[config.mk]
export PLATFORM = sky130hd
export DESIGN_NAME = logic_reduce_unit
export DESIGN_NICKNAME = d
export VERILOG_FILES = /design/src/rtl/logic_reduce_unit_pkg.sv /design/src/rtl/logic_reduce_unit_op_comb.sv /design/src/rtl/logic_reduce_unit.sv
export SDC_FILE = /design/constraint.sdc
export NUM_CORES = 1
export LEC_CHECK = 0
export ABC_CLOCK_PERIOD_IN_PS = 2700
export BUFFER_PORTS_ARGS = -buffer_cell sky130_fd_sc_hd__buf_2
export CAP_MARGIN = 20
export CORE_MARGIN = 1.5
export CORE_UTILIZATION = 55
export CTS_CLUSTER_SIZE = 16
export DETAILED_ROUTE_END_ITERATION = 10
export PLACE_DENSITY = 0.83
export SLEW_MARGIN = 0
export SYNTH_ARGS = -nofsm -noshare
export SYNTH_HDL_FRONTEND = slang
export SYNTH_HIERARCHICAL = 1
export SYNTH_SLANG_ARGS = --single-unit
[constraint.sdc]
create_clock -name clk -period 2.7 [get_ports clk]
set_input_delay 0.135 -clock clk [delete_from_list [all_inputs] [get_ports clk]]
set_output_delay 0.135 -clock clk [all_outputs]
set_load 0.03 [all_outputs]
[src/rtl/logic_reduce_unit_pkg.sv]
// Shared encodings for the logic reduction unit and the CPU control unit.
package logic_reduce_unit_pkg;

  typedef enum logic [1:0] {
    OP_OR  = 2'b00,
    OP_AND = 2'b01,
    OP_XOR = 2'b10,
    OP_NOR = 2'b11
  } op_e;

  typedef enum logic [1:0] {
    IDLE  = 2'b00,
    ACCUM = 2'b01,
    DONE  = 2'b10
  } state_e;

  // NOR folds as OR; only the final result is inverted.
  function automatic logic op_inverts(input logic [1:0] op);
    return op == OP_NOR;
  endfunction

endpackage

[src/rtl/logic_reduce_unit_op_comb.sv]
// Combinational bitwise a OP b with optional output inversion.
module logic_op_comb
  import logic_reduce_unit_pkg::*;
#(
  parameter int WIDTH = 32
) (
  input  logic [WIDTH-1:0] a,
  input  logic [WIDTH-1:0] b,
  input  logic [1:0]       op,
  input  logic             invert,
  output logic [WIDTH-1:0] y
);

  logic [WIDTH-1:0] raw;

  // Select the bitwise function; NOR shares the OR path and relies on invert.
  always_comb begin
    raw = a | b;
    case (op)
      OP_AND:  raw = a & b;
      OP_XOR:  raw = a ^ b;
      default: raw = a | b;
    endcase
    y = invert ? ~raw : raw;
  end

endmodule

[src/rtl/logic_reduce_unit.sv]
// Sequential N-operand bitwise reduction (OR/AND/XOR/NOR) with
// valid/ready handshakes on both the operand and result sides.
module logic_reduce_unit
  import logic_reduce_unit_pkg::*;
#(
  parameter  int WIDTH     = 32,
  parameter  int MAX_BEATS = 8,
  localparam int CNT_W     = $clog2(MAX_BEATS + 1)
) (
  input  logic             clk,
  input  logic             rst_n,
  input  logic             start,
  input  logic [1:0]       op,
  input  logic [CNT_W-1:0] beats,
  input  logic             in_valid,
  output logic             in_ready,
  input  logic [WIDTH-1:0] in_data,
  output logic             out_valid,
  input  logic             out_ready,
  output logic [WIDTH-1:0] out_data,
  output logic             busy,
  output logic             err
);

  state_e           state_q;
  logic [WIDTH-1:0] acc_q;
  logic [CNT_W-1:0] cnt_q;
  logic [1:0]       op_q;
  logic [CNT_W-1:0] beats_q;
  logic [WIDTH-1:0] out_data_q;
  logic             err_q;

  logic [WIDTH-1:0] step_y;
  logic [WIDTH-1:0] fin_y;
  logic             beats_ok;
  logic             accept;
  logic             last_beat;

  // Running accumulation: never inverted so NOR keeps folding as OR.
  logic_op_comb #(.WIDTH(WIDTH)) step_u (
    .a      (acc_q),
    .b      (in_data),
    .op     (op_q),
    .invert (1'b0),
    .y      (step_y)
  );

  // Final value including the NOR inversion, captured on the last beat.
  logic_op_comb #(.WIDTH(WIDTH)) fin_u (
    .a      (acc_q),
    .b      (in_data),
    .op     (op_q),
    .invert (op_inverts(op_q)),
    .y      (fin_y)
  );

  assign beats_ok  = (beats != '0) && (beats <= CNT_W'(MAX_BEATS));
  assign in_ready  = (state_q == ACCUM);
  assign accept    = in_valid && in_ready;
  assign last_beat = (cnt_q == beats_q - CNT_W'(1));
  assign out_valid = (state_q == DONE);
  assign busy      = (state_q != IDLE);
  assign out_data  = out_data_q;
  assign err       = err_q;

  // Control FSM with counter, accumulator and result register.
  always_ff @(posedge clk or negedge rst_n) begin
    if (!rst_n) begin
      state_q    <= IDLE;
      acc_q      <= '0;
      cnt_q      <= '0;
      op_q       <= OP_OR;
      beats_q    <= '0;
      out_data_q <= '0;
      err_q      <= 1'b0;
    end else begin
      err_q <= 1'b0;
      case (state_q)
        IDLE: begin
          if (start) begin
            if (beats_ok) begin
              op_q    <= op;
              beats_q <= beats;
              cnt_q   <= '0;
              acc_q   <= (op == OP_AND) ? '1 : '0;
              state_q <= ACCUM;
            end else begin
              err_q <= 1'b1;
            end
          end
        end
        ACCUM: begin
          if (accept) begin
            acc_q <= step_y;
            cnt_q <= cnt_q + CNT_W'(1);
            if (last_beat) begin
              out_data_q <= fin_y;
              state_q    <= DONE;
            end
          end
        end
        DONE: begin
          if (out_ready) state_q <= IDLE;
        end
        default: state_q <= IDLE;
      endcase
    end
  end

endmodule
==> run summary <==
status = completed
count of pins over their slew limit = 0
CTS H-tree lvls = 3
root buffer cell = clkbuf_16
Placed Cells = 976
Final ANT Viol Nets = 0
critical path's largest stage delay = 0.67 ns
Worst-Margin Slew = 0.747 ns
DRC Markers = 0
n_diodes = 0
period utilization = 80.9%
Mapped Nets = 942
min Tclk post-route = 2.18 ns
Post-synth EDFFs = 0
Vias = 5530
slew margin rel. = 50.2%
vias in the first global route = 5410
overall die width = 117 um
Die Ht = 117 um
total wire length = 15000 um
r2r setup slk = 0.52 ns
worst-path cell chain = inv_1, ha_2, a221oi_1, a21oi_1, xor2_1, mux2_1
CP Launch Type = register
non-filler cells, final = 994
fin util = 62.4%
Hold Crit Start = beats[0]
RSZ-0062 raised after global routing = no
commonest cells after routing, fill and taps aside = inv_1 (136), ha_1 (132), a21oi_1 (100)
cell at the slowest stage of the critical path = ha_2
Worst Skew = 0.00514 ns
P&R area growth vs syn = 10.4%
Num Clock Sinks = 77
Cells after Synth = 765
pre-CTS setup slack = 0.539 ns
Final #Nets = 994
nature of the critical path endpoint = register
ys flop type = dfrtp_1
final setup margin = 0.516 ns
LEAKAGE = 4.41 nW
CP Launch Point = op_q[0]$_DFFE_PN0P_
final hold vios = 0
setup TNS = 0 ns
Synth cell types = 36
most common cell after layout, fill and taps aside = inv_1
Hold Crit Class = in -> reg
Post-Synthesis Cell Area = 0.00713 mm^2
total gr overflow = 0
critical path type = reg -> reg
Reg clk slew, reported paths = 0.06 ns
HPWL Detailed = 9760 um
IO Pins = 79
Initial Util = 56.5%
CTS tree = done
PwrDens = 1310 mW/mm^2
CTS Buf Count = 9
DIE AREA = 0.0137 mm^2
first-pass GRT wire length = 25400 um
clk_lat worst skew = 0.35 ns
Avg Cell Area, Syn = 9.32 um^2
vias per cell = 5.56
largest net degree at the start of global routing = 78
sequential element share of the synthesized area = 27.0%
number of synthesized register bits = 77
GP Congestion = 0.808
total iterations of the first detailed-routing run = 5
I/O Buffers = 78
Worst R2R Start = op_q[0]$_DFFE_PN0P_
layout cell share with drive strength beyond 1 = 17.2%
DRT iter0 DRCs = 337
ys async rst share = 100%
setup violators final = 0
row count = 41
max-cap viol count = 0
worst path arrival time = 2.41 ns
initial antenna violation count = 0
Max Freq = 458 MHz
Synth Warn # = 6
Max clock buf depth = 2
CP Max Fanout = 32
Max IR drop VDD = 0.841 mV
Avg WL per Cell = 15.1 um
CP required = 2.93 ns
postcts setup bufs = 0
GRT Total Usage = 23.5%
Core Box Area = 0.0126 mm^2
synthesized netlist by cell type (3+ instances only):
library cell / number / area, um^2
inv_1: 136 / 510
ha_1: 134 / 1680
a21oi_1: 100 / 500
dfrtp_1: 77 / 1930
xor2_1: 68 / 596
a221oi_1: 64 / 561
nand2_1: 36 / 135
a21o_1: 33 / 248
mux2_2: 29 / 327
buf_4: 20 / 150
buf_2: 13 / 65.1
clkbuf_1: 9 / 33.8
buf_6: 8 / 90.1
mux2_1: 8 / 90.1
and2_1: 3 / 18.8
nor2_1: 3 / 11.3
layout make-up:
class,instances,area [um^2]
inverters,136,510
fillers,1052,4750
clock buffers,15,268
flip-flops and latches,77,1930
multi-input cells,500,4370
clock inverters,1,5.00
repair buffers,93,578
well taps,172,215
cells by family (layout without fill, tap and decap cells):
family          Yosys count  after routing  share of synthesized area, %
simple gates             53             53                          3.49
mux                      37             37                          5.84
fa+ha+maj               134            134                          23.5
flops                    77             77                          27.0
xor+xnor                 71             71                          8.91
other cells               1              1                        0.0526
compound gates          204            204                          19.1
buf+inv                 188            245                          12.1
registers in the layout, indices dropped and copies added (netlist names):
register	cells
acc_q	32
out_data	32
beats_q	4
cnt_q	4
op_q	2
state_q	2
err	1
final timing paths:
check	to	cells after the start
setup / recovery	out_data[30]$_DFFE_PN0P_	6
hold / removal	beats_q[3]$_DFFE_PN0P_	2
setup reg to reg	out_data[30]$_DFFE_PN0P_	6
hold reg to reg	out_data[10]$_DFFE_PN0P_	1
max in group asynchronous	acc_q[26]$_DFFE_PN0P_	3
min in group asynchronous	out_data[16]$_DFFE_PN0P_	2
stage by stage:
stage	hold slack [ns]	area [um^2]	power, mW
5_1_grt	0.00605	7870	11.4
2_1_floorplan	-0.161	7130	7.76
4_1_cts	0.00862	7840	10.3
3_5_place_dp	0.372	7560	9.12
3_3_place_gp	0.363	7560	8.83
6_report	0.0172	7870	10.3
timing repair:
| action | in CTS | in global routing |
|---|---|---|
| endpoints found under the hold margin | 0 | 17 |
| hold buffers | 0 | 1 |
| gates resized for setup | 0 | 0 |
metal layers:
layer,routed length [um],up-vias,global-route usage (%),share of wire [%]
met5,0,-,0,0
met4,345,0,9.72,2.3
met3,695,30,4.12,4.6
met2,7220,156,39.9,48
met1,6790,2657,29.6,45
li1,-,2687,-,-
power by group:
group / leakage, nW / internal [mW] / switching, mW
Clock: 0.134 / 0.674 / 0.482
Sequential: 0.956 / 1.71 / 0.522
Combinational: 3.32 / 2.92 / 4.02
Total: 4.41 / 5.30 / 5.03
worst max-delay path: cells and delay by family, from the launching register on:
kind	cells	cell delay (ns)
buffers and inverters	1	0.08
AOI/OAI and AO/OA	2	0.47
xor gates and xnor gates	1	0.11
muxes	1	0.30
DFF	1	0.43
adders and majority gates	1	0.67
Power figures use the tool's default switching activity.
